File: config.mk
export PLATFORM = sky130hd
export DESIGN_NAME = hash_target_filter_flat
export DESIGN_NICKNAME = d
export VERILOG_FILES = /design/src/rtl/hash_target_filter_pkg.sv /design/src/rtl/hash_target_filter_if.sv /design/src/rtl/sync_fifo_sa.sv /design/src/rtl/hash_target_filter.sv /design/src/flat_wrapper.sv
export SDC_FILE = /design/constraint.sdc
export NUM_CORES = 2
export LEC_CHECK = 0
export BUFFER_PORTS_ARGS = -buffer_cell sky130_fd_sc_hd__buf_2
export CELL_PAD_IN_SITES_DETAIL_PLACEMENT = 0
export CELL_PAD_IN_SITES_GLOBAL_PLACEMENT = 1
export CORE_UTILIZATION = 43
export DETAILED_ROUTE_END_ITERATION = 12
export PLACE_DENSITY_LB_ADDON = 0.3
export SETUP_SLACK_MARGIN = 0.3
export SLEW_MARGIN = 30
export SYNTH_ARGS = -nofsm -noshare
export SYNTH_HDL_FRONTEND = slang
export SYNTH_HIERARCHICAL = 1
export SYNTH_SLANG_ARGS = --single-unit
File: constraint.sdc
create_clock -name clk -period 72.5 [get_ports clk]
set_input_delay 3.625 -clock clk [delete_from_list [all_inputs] [get_ports clk]]
set_output_delay 3.625 -clock clk [all_outputs]
set_load 0.01 [all_outputs]
File: src/rtl/hash_target_filter_pkg.sv
// Shared constants for the SHA-256 hash target filter.
// Hash width and default sizing used by the other SHA-256 blocks.
package hash_target_filter_pkg;

  localparam int HASH_W     = 256;
  localparam int DEPTH_DEF  = 8;
  localparam int TAG_W_DEF  = 32;
  localparam int DROP_W_DEF = 16;

endpackage

File: src/rtl/hash_target_filter_if.sv
// Result stream from the target filter to the host.
// Show-ahead valid/ready with hash and sequence tag.
interface hash_target_filter_if
  import hash_target_filter_pkg::*;
#(
  parameter int TAG_W = TAG_W_DEF
);

  logic [HASH_W-1:0] out_hash;
  logic [TAG_W-1:0]  out_tag;
  logic              out_vld;
  logic              out_rdy;

  modport master (
    output out_hash,
    output out_tag,
    output out_vld,
    input  out_rdy
  );

  modport slave (
    input  out_hash,
    input  out_tag,
    input  out_vld,
    output out_rdy
  );

endinterface

File: src/rtl/sync_fifo_sa.sv
// Show-ahead synchronous FIFO, async reset plus sync clear.
// A write into a full FIFO is accepted only alongside a read.
module sync_fifo_sa #(
  parameter int WIDTH = 288,
  parameter int DEPTH = 8
) (
  input  logic                   clk,
  input  logic                   rst_n,
  input  logic                   clr,
  input  logic                   wr_en,
  input  logic [WIDTH-1:0]       wr_data,
  input  logic                   rd_en,
  output logic [WIDTH-1:0]       rd_data,
  output logic                   full,
  output logic                   empty,
  output logic [$clog2(DEPTH):0] level
);

  localparam int AW = $clog2(DEPTH);

  logic [WIDTH-1:0] mem [DEPTH];
  logic [AW-1:0]    wp;
  logic [AW-1:0]    rp;
  logic             wr_ok;
  logic             rd_ok;

  assign empty   = (level == '0);
  assign full    = (level == (AW+1)'(DEPTH));
  assign rd_ok   = rd_en && !empty;
  assign wr_ok   = wr_en && (!full || rd_ok);
  assign rd_data = empty ? '0 : mem[rp];

  always_ff @(posedge clk) begin
    if (wr_ok && !clr)
      mem[wp] <= wr_data;
  end

  always_ff @(posedge clk or negedge rst_n) begin
    if (!rst_n) begin
      wp    <= '0;
      rp    <= '0;
      level <= '0;
    end else if (clr) begin
      wp    <= '0;
      rp    <= '0;
      level <= '0;
    end else begin
      if (wr_ok)
        wp <= wp + AW'(1);
      if (rd_ok)
        rp <= rp + AW'(1);
      if (wr_ok && !rd_ok)
        level <= level + (AW+1)'(1);
      else if (rd_ok && !wr_ok)
        level <= level - (AW+1)'(1);
    end
  end

endmodule

File: src/rtl/hash_target_filter.sv
// Tags each hash, keeps those strictly below target in a FIFO.
// Never stalls the hash core; hits lost to a full FIFO are counted.
module hash_target_filter
  import hash_target_filter_pkg::*;
#(
  parameter int DEPTH  = DEPTH_DEF,
  parameter int TAG_W  = TAG_W_DEF,
  parameter int DROP_W = DROP_W_DEF
) (
  input  logic                   clk,
  input  logic                   rst_n,
  input  logic [HASH_W-1:0]      target,
  input  logic                   target_wr,
  input  logic                   clr,
  input  logic [HASH_W-1:0]      in_hash,
  input  logic                   in_vld,
  hash_target_filter_if.master   out_if,
  output logic [TAG_W-1:0]       hash_cnt,
  output logic [TAG_W-1:0]       hit_cnt,
  output logic [DROP_W-1:0]      drop_cnt,
  output logic                   overflow,
  output logic [$clog2(DEPTH):0] fifo_level
);

  localparam int W = TAG_W + HASH_W;

  logic [HASH_W-1:0] tgt_q;
  logic [HASH_W-1:0] s1_hash;
  logic [TAG_W-1:0]  s1_tag;
  logic              s1_vld;
  logic              hit;
  logic              pop;
  logic              drop;
  logic              full;
  logic              empty;
  logic [W-1:0]      rd_data;

  assign hit  = s1_vld && (s1_hash < tgt_q);
  assign pop  = out_if.out_vld && out_if.out_rdy;
  assign drop = hit && full && !pop;

  assign out_if.out_vld = !empty;
  assign {out_if.out_tag, out_if.out_hash} = rd_data;

  always_ff @(posedge clk or negedge rst_n) begin
    if (!rst_n)
      tgt_q <= '0;
    else if (target_wr)
      tgt_q <= target;
  end

  always_ff @(posedge clk or negedge rst_n) begin
    if (!rst_n) begin
      s1_vld   <= 1'b0;
      s1_hash  <= '0;
      s1_tag   <= '0;
      hash_cnt <= '0;
    end else if (clr) begin
      s1_vld   <= 1'b0;
      hash_cnt <= '0;
    end else begin
      s1_vld <= in_vld;
      if (in_vld) begin
        s1_hash  <= in_hash;
        s1_tag   <= hash_cnt;
        hash_cnt <= hash_cnt + TAG_W'(1);
      end
    end
  end

  // hit_cnt includes hits the FIFO had no room for
  always_ff @(posedge clk or negedge rst_n) begin
    if (!rst_n) begin
      hit_cnt  <= '0;
      drop_cnt <= '0;
      overflow <= 1'b0;
    end else if (clr) begin
      hit_cnt  <= '0;
      drop_cnt <= '0;
      overflow <= 1'b0;
    end else begin
      if (hit)
        hit_cnt <= hit_cnt + TAG_W'(1);
      if (drop) begin
        overflow <= 1'b1;
        if (drop_cnt != '1)
          drop_cnt <= drop_cnt + DROP_W'(1);
      end
    end
  end

  sync_fifo_sa #(
    .WIDTH (W),
    .DEPTH (DEPTH)
  ) u_fifo (
    .clk     (clk),
    .rst_n   (rst_n),
    .clr     (clr),
    .wr_en   (hit),
    .wr_data ({s1_tag, s1_hash}),
    .rd_en   (out_if.out_rdy),
    .rd_data (rd_data),
    .full    (full),
    .empty   (empty),
    .level   (fifo_level)
  );

endmodule

File: src/flat_wrapper.sv
// flat-port wrapper written by rule: the top's interface ports become plain ports
module hash_target_filter_flat import hash_target_filter_pkg::*;
#(
  parameter int DEPTH  = DEPTH_DEF,
  parameter int TAG_W  = TAG_W_DEF,
  parameter int DROP_W = DROP_W_DEF
)
  (clk, rst_n, target, target_wr, clr, in_hash, in_vld, hash_cnt, hit_cnt, drop_cnt, overflow, fifo_level, out_if_out_hash, out_if_out_tag, out_if_out_vld, out_if_out_rdy);
  hash_target_filter_if #(.TAG_W(TAG_W)) out_if_i ();
  input  logic clk;
  input  logic rst_n;
  input  logic [HASH_W-1:0] target;
  input  logic target_wr;
  input  logic clr;
  input  logic [HASH_W-1:0] in_hash;
  input  logic in_vld;
  output logic [TAG_W-1:0] hash_cnt;
  output logic [TAG_W-1:0] hit_cnt;
  output logic [DROP_W-1:0] drop_cnt;
  output logic overflow;
  output logic [$clog2(DEPTH):0] fifo_level;
  output wire logic [$bits(out_if_i.out_hash)-1:0] out_if_out_hash;
  output wire logic [$bits(out_if_i.out_tag)-1:0] out_if_out_tag;
  output wire logic [$bits(out_if_i.out_vld)-1:0] out_if_out_vld;
  input wire logic [$bits(out_if_i.out_rdy)-1:0] out_if_out_rdy;
  assign out_if_out_hash = out_if_i.out_hash;
  assign out_if_out_tag = out_if_i.out_tag;
  assign out_if_out_vld = out_if_i.out_vld;
  assign out_if_i.out_rdy = out_if_out_rdy;
  hash_target_filter #(.DEPTH(DEPTH), .TAG_W(TAG_W), .DROP_W(DROP_W)) u_core (.clk(clk), .rst_n(rst_n), .target(target), .target_wr(target_wr), .clr(clr), .in_hash(in_hash), .in_vld(in_vld), .out_if(out_if_i), .hash_cnt(hash_cnt), .hit_cnt(hit_cnt), .drop_cnt(drop_cnt), .overflow(overflow), .fifo_level(fifo_level));
endmodule
# [Yosys cells after proc, flatten, opt, wreduce, memory -nomap -nowiden]
# Memory sizes are Yosys's and may differ from the RTL's.
# Cells that the tools add are included.
# W data, S select, Z words.
[totals] output_inout_bits=374 in_bits=518 ram_bits=2304 mem_count=1 reg_bits=636
[classes] eq_ne=2 magnitude_cmp=1 n_reduce_logical=24 bitwise=1 n_addsub=7 muxes=20
[mem_list] name="u_core.u_fifo.mem" words=8 width=288 rd=1 rd_ports_with_merged_regs=0 write_ports=1 line="sync_fifo_sa.sv:21" source="logic [WIDTH-1:0] mem [DEPTH];"
[ops] op="$mux W288" n=1
[ops] op="$lt A256 B256 Y1" n=1
[ops] op="$mux W32" n=4
[ops] op="$add A32 B1 Y32 const B" n=2
[ops] op="$mux W16" n=3
[ops] op="$add A16 B1 Y16 const B" n=1
[ops] op="$ne A16 B16 Y1 const B" n=1
[ops] op="$mux W3" n=4
[ops] op="$mux W4" n=3
[ops] op="$reduce_bool A2 Y1" n=6
[ops] op="$logic_and A1 B1 Y1" n=8
[ops] op="$add A3 B1 Y3 const B" n=2
[ops] op="$logic_not A1 Y1" n=5
[ops] op="$mux W1" n=5
[ops] op="$add A4 B1 Y4 const B" n=1
[ops] op="$eq A4 B4 Y1 const B" n=1
[ops] op="$logic_not A4 Y1" n=1
[ops] op="$reduce_and A2 Y1" n=2
[ops] op="$sub A4 B1 Y4 const B" n=1
[ops] op="$reduce_bool A3 Y1" n=1
[ops] op="$logic_or A1 B1 Y1" n=1
[ops] op="$not A1 Y1" n=1

# [Logic depth before layout (Yosys ltp)]
[logic_depth] word_depth=10 ltp_mapped=19 depth_no_buf=16

# [Hierarchy]
# The synthesis kept the hierarchy.
[modules_own_cells] module="sync_fifo_sa" seq_area_each_um2=69436.6 cells_each=3734 n_inst=1 area_each_um2=88944.1
[modules_own_cells] module="hash_target_filter" seq_area_each_um2=15665.0 cells_each=2844 n_inst=1 area_each_um2=30434.2

# [Worst setup path before layout]
# No wires, ideal clock.
[synth_path] path_kind="input-to-reg" start="in out_if_out_rdy" end="mem u_core.u_fifo.mem[0][0], enable pin" slack_ns=37.329 path_buffers=1 setup_ns=1.741 required_time_ns=70.759 path_stages=4 t_arrival_ns=33.431 cell_sequence="clkbuf_1 > nand2b_1 > o21ai_2 > nor4b_1"
[synth_via] elab_chain_cells=6
[synth_lines] element="from (decl)" line="flat_wrapper.sv:25" source="input wire logic [$bits(out_if_i.out_rdy)-1:0] out_if_out_rdy;"
[synth_lines] element="$logic_and A1 B1 Y1" line="sync_fifo_sa.sv:29" source="assign rd_ok = rd_en && !empty;"
[synth_lines] element="$logic_or A1 B1 Y1" line="sync_fifo_sa.sv:30" source="assign wr_ok = wr_en && (!full || rd_ok);"
[synth_lines] element="$logic_and A1 B1 Y1" line="sync_fifo_sa.sv:30"
[synth_lines] element="$logic_and A1 B1 Y1" line="sync_fifo_sa.sv:34" source="if (wr_ok && !clr)"
[synth_lines] element="$mux W1" line="sync_fifo_sa.sv:34"
[synth_lines] element="$mux W1 (implied by the code)" line="sync_fifo_sa.sv:35" source="mem[wp] <= wr_data;"
[synth_lines] element="to (decl)" line="sync_fifo_sa.sv:21"
# Every way passes these cells.

# [Worst setup path after layout]
[layout_path] start="reg u_core.u_fifo.rp[0]" end="out out_if_out_hash[95]"
[layout_via] elab_chain_cells=2
[layout_lines] element="from (decl)" line="sync_fifo_sa.sv:23" source="logic [AW-1:0] rp;"
[layout_lines] element="from (signal assigned)" line="sync_fifo_sa.sv:51" source="rp <= rp + AW'(1);"
[layout_lines] element="$mem_v2 Z8 W288"
[layout_lines] element="$mux W288" line="sync_fifo_sa.sv:31" source="assign rd_data = empty ? '0 : mem[rp];"
[layout_lines] element="to (decl)" line="flat_wrapper.sv:22" source="output wire logic [$bits(out_if_i.out_hash)-1:0] out_if_out_hash;"
# Every way passes these cells.

==> flow_metrics.tcl <==
set metrics [dict create \
    status "completed" \
    cts_root_buf "clkbuf_16" \
    ys.flop_type "edfxtp_1" \
    synth_edf_count 2304 \
    slew_violations 0 \
    power.density_nw_per_um2 32.2 \
    grt_pass1_vias 65700 \
    grt_max_degree 129 \
    io_pins 892 \
    dr.pass1.iters 5 \
    setup-violations-final 0 \
    hold_class "reg2reg" \
    grt_use_total_pct 21.9 \
    remaining_drc_errors 0 \
    worst_hold_slack_ns 0.540 \
    path_clk_slew_ns 0.06 \
    grt_pass1_wl_um 449000 \
    maxSlewHeadroom_pct 24.9 \
    drive_gt1_share_pct 32.9 \
    clock-sinks 2940 \
    cp.required_ns 68.88 \
    num-fill-cells 22900 \
    area_growth_pct 15.7 \
    postSynth.asyncResetShare_pct 21.6 \
    hold_path_depth 2 \
    fmax_mhz 98.7 \
    synth_cell_types 71 \
    place.detailed.hpwl_um 193000 \
    syn_area_per_cell_um2 18.1 \
    hold_viol_final 0 \
    core_area_um2 276000 \
    initial_utilization_pct 43.2 \
    synthTopCellsByArea "edfxtp_1 58%, dfrtp_1 13%, mux4_2 11%, mux2_2 2.9%, ha_1 2.7%" \
    rows 193 \
    cts_hold_buffers 0 \
    crit_path_start_kind "flop" \
    timing.rr.start "u_core/s1_hash[169]" \
    cts_tree "yes" \
    min_period_ns 10.13 \
    arrival_ns 6.51 \
    final_cell_count_no_fill 11600 \
    portBuffers 891 \
    place_congestion 0.803 \
    cp-end-kind "primary output" \
    synth_cells 6578 \
    wl_um 309000 \
    cts_inserted_buffers 312 \
    place_area_um2 128000 \
    route.detailed.wl_per_inst_um 26.7 \
    critical_path_class "reg2out" \
    insertion_delay_ns 0.92 \
    drt-initial-drc-count 5236 \
    syn_area_um2 119000 \
    drv_cap 0 \
    cpLargestDelayFamily "buffers and inverters" \
    fin_skew_ns 0.0597 \
    htreeDepth 5 \
    yosysTopAreaCellShare_pct 58.0 \
    path_depth 10 \
    synth_nets 7359 \
    worstPathCellList "buf_6 > buf_4 > buf_6 > buf_12 > buf_16 > buf_6 > mux4_2 > mux2i_1 > nor2_2 > buf_2" \
    synth_top_area_cell "edfxtp_1" \
    peakVddDrop_v 0.0000248 \
    ff2ff_path_depth 16 \
    post-cts-setup-buffer-count 0 \
    rsz0062_at_grt "no" \
    die_height_um 529 \
    overflow 0 \
    worst_slew_pin_slew_ns 1.11 \
    p_leak_uw 0.0492 \
    die-area_um2 280000 \
    ant_nets 0 \
    vias 64000 \
    setup_tns_ns 0 \
    final_cell_area_um2 138000 \
    cpMostUsedCell "buf_6" \
    antenna_found_initial 64 \
    reg2reg_slack_ns 64.50 \
    critical-path-max-stage-delay_ns 0.89 \
    placed_cells 11000 \
    crit_buf_inv 7 \
    layout_common_cells "2304 x edfxtp_1, 888 x buf_2, 633 x dfrtp_1, 576 x mux4_2, 341 x nand2_1" \
    die_x_um 529 \
    cp-startpoint "u_core/u_fifo/rp[0]" \
    ctsResizeCount 0 \
    ys_ff_latch 2940 \
    cpMaxStageDelayCell "dfrtp_4" \
    synth_warnings 6 \
    min_period_over_period_pct 14.0 \
    r2r-end "u_core/u_fifo/mem[4][101]" \
    vias_per_cell 5.53 \
    final_common_cell "edfxtp_1" \
    path_max_fanout 72 \
    cts_buffer_depth 4 \
    layout.nets 8376 \
    ys_seq_area_share_pct 71.3 \
    cp-endpoint "out_if_out_hash[95]" \
]
==> stage by stage <==
stage | total power, uW | utilization [%] | setup slack [ns]
floorplan | 2590 | - | 37.33
global placement | 2880 | 46.2 | 62.26
detailed placement | 2890 | 46.2 | 62.79
CTS | 4490 | 49.9 | 61.83
global route | 4620 | 50.0 | 61.63
finish | 4440 | 50.0 | 62.37
==> registers in the layout (all words and copies together), names as in the netlist <==
name / flops
u_core/overflow: 1
u_core/drop_cnt: 16
u_core/u_fifo/wp: 3
u_core/tgt_q: 256
u_core/s1_hash: 256
u_core/u_fifo/level: 4
u_core/s1_vld: 1
u_core/hash_cnt: 32
u_core/hit_cnt: 32
u_core/s1_tag: 32
u_core/u_fifo/rp: 3
u_core/u_fifo/mem: 2304
==> how the worst min path moves through the flow <==
stage,start,end
floorplan,u_core/tgt_q[0],u_core/tgt_q[0]
global placement,u_core/tgt_q[67],u_core/tgt_q[67]
detailed placement,u_core/tgt_q[197],u_core/tgt_q[197]
CTS,u_core/tgt_q[100],u_core/tgt_q[100]
global route,u_core/tgt_q[205],u_core/tgt_q[205]
finish,u_core/tgt_q[5],u_core/tgt_q[5]
==> cell usage after synthesis, types with 21 or more instances <==
| library cell | number |
|---|---|
| a21oi_1 | 103 |
| and3_1 | 24 |
| buf_1 | 21 |
| buf_2 | 88 |
| buf_6 | 59 |
| clkbuf_1 | 111 |
| dfrtp_1 | 636 |
| edfxtp_1 | 2304 |
| ha_1 | 262 |
| inv_1 | 290 |
| mux2_2 | 307 |
| mux2i_1 | 291 |
| mux4_2 | 576 |
| nand2_1 | 341 |
| nand3_1 | 56 |
| nand4_1 | 80 |
| nor2_1 | 226 |
| nor2_2 | 180 |
| nor2b_1 | 32 |
| nor4_1 | 21 |
| o21ai_0 | 300 |
| xor2_1 | 21 |
==> where the power goes <==
group / internal (uW) / switching (uW) / leakage [uW]
combinational: 347 / 512 / 0.0155
clock: 937 / 668 / 0.00501
sequential: 1900 / 76.7 / 0.0287
==> worst register-to-register path: cells and delay by family, from the launching register on <==
kind | cells | cell delay, ns
AND/OR/NAND/NOR | 3 | 0.58
flip-flops | 1 | 0.48
buffers and inverters | 5 | 3.42
adder cells (fa/ha/maj) | 1 | 0.34
AO/OA/AOI/OAI | 7 | 2.73
==> logic make-up (layout without fill, tap and decap cells) <==
group,after synthesis,count (layout),synth area share [%]
AOI/OAI and AO/OA,519,519,2.50
muxes,1181,1181,16.3
xor gates and xnor gates,34,34,0.249
DFF,2940,2940,71.3
adders and majority gates,263,263,2.76
other,0,18,0
buffers and inverters,602,1878,2.68
and+or+nand+nor,1039,1039,4.24
==> metal layers <==
layer,up-vias,global-route usage [%],wire length [um]
li1,27700,-,-
met1,33600,31.0,132000
met2,2245,34.0,144000
met3,483,4.68,24300
met4,62,6.69,8900
met5,-,0,397
==> area by class of cell <==
type,instances,area [um^2],share of cell area (%)
Multi-Input combinational cell,3036,31200,22.6
Tap cell,3705,4640,3.36
Timing Repair Buffer,1014,5710,4.13
Sequential cell,2940,85100,61.6
Inverter,291,1110,0.803
Clock inverter,146,1740,1.26
Clock buffer,427,8570,6.21
Antenna cell,18,45.0,0.0326
No activity file was read; power rests on OpenSTA's default activity.
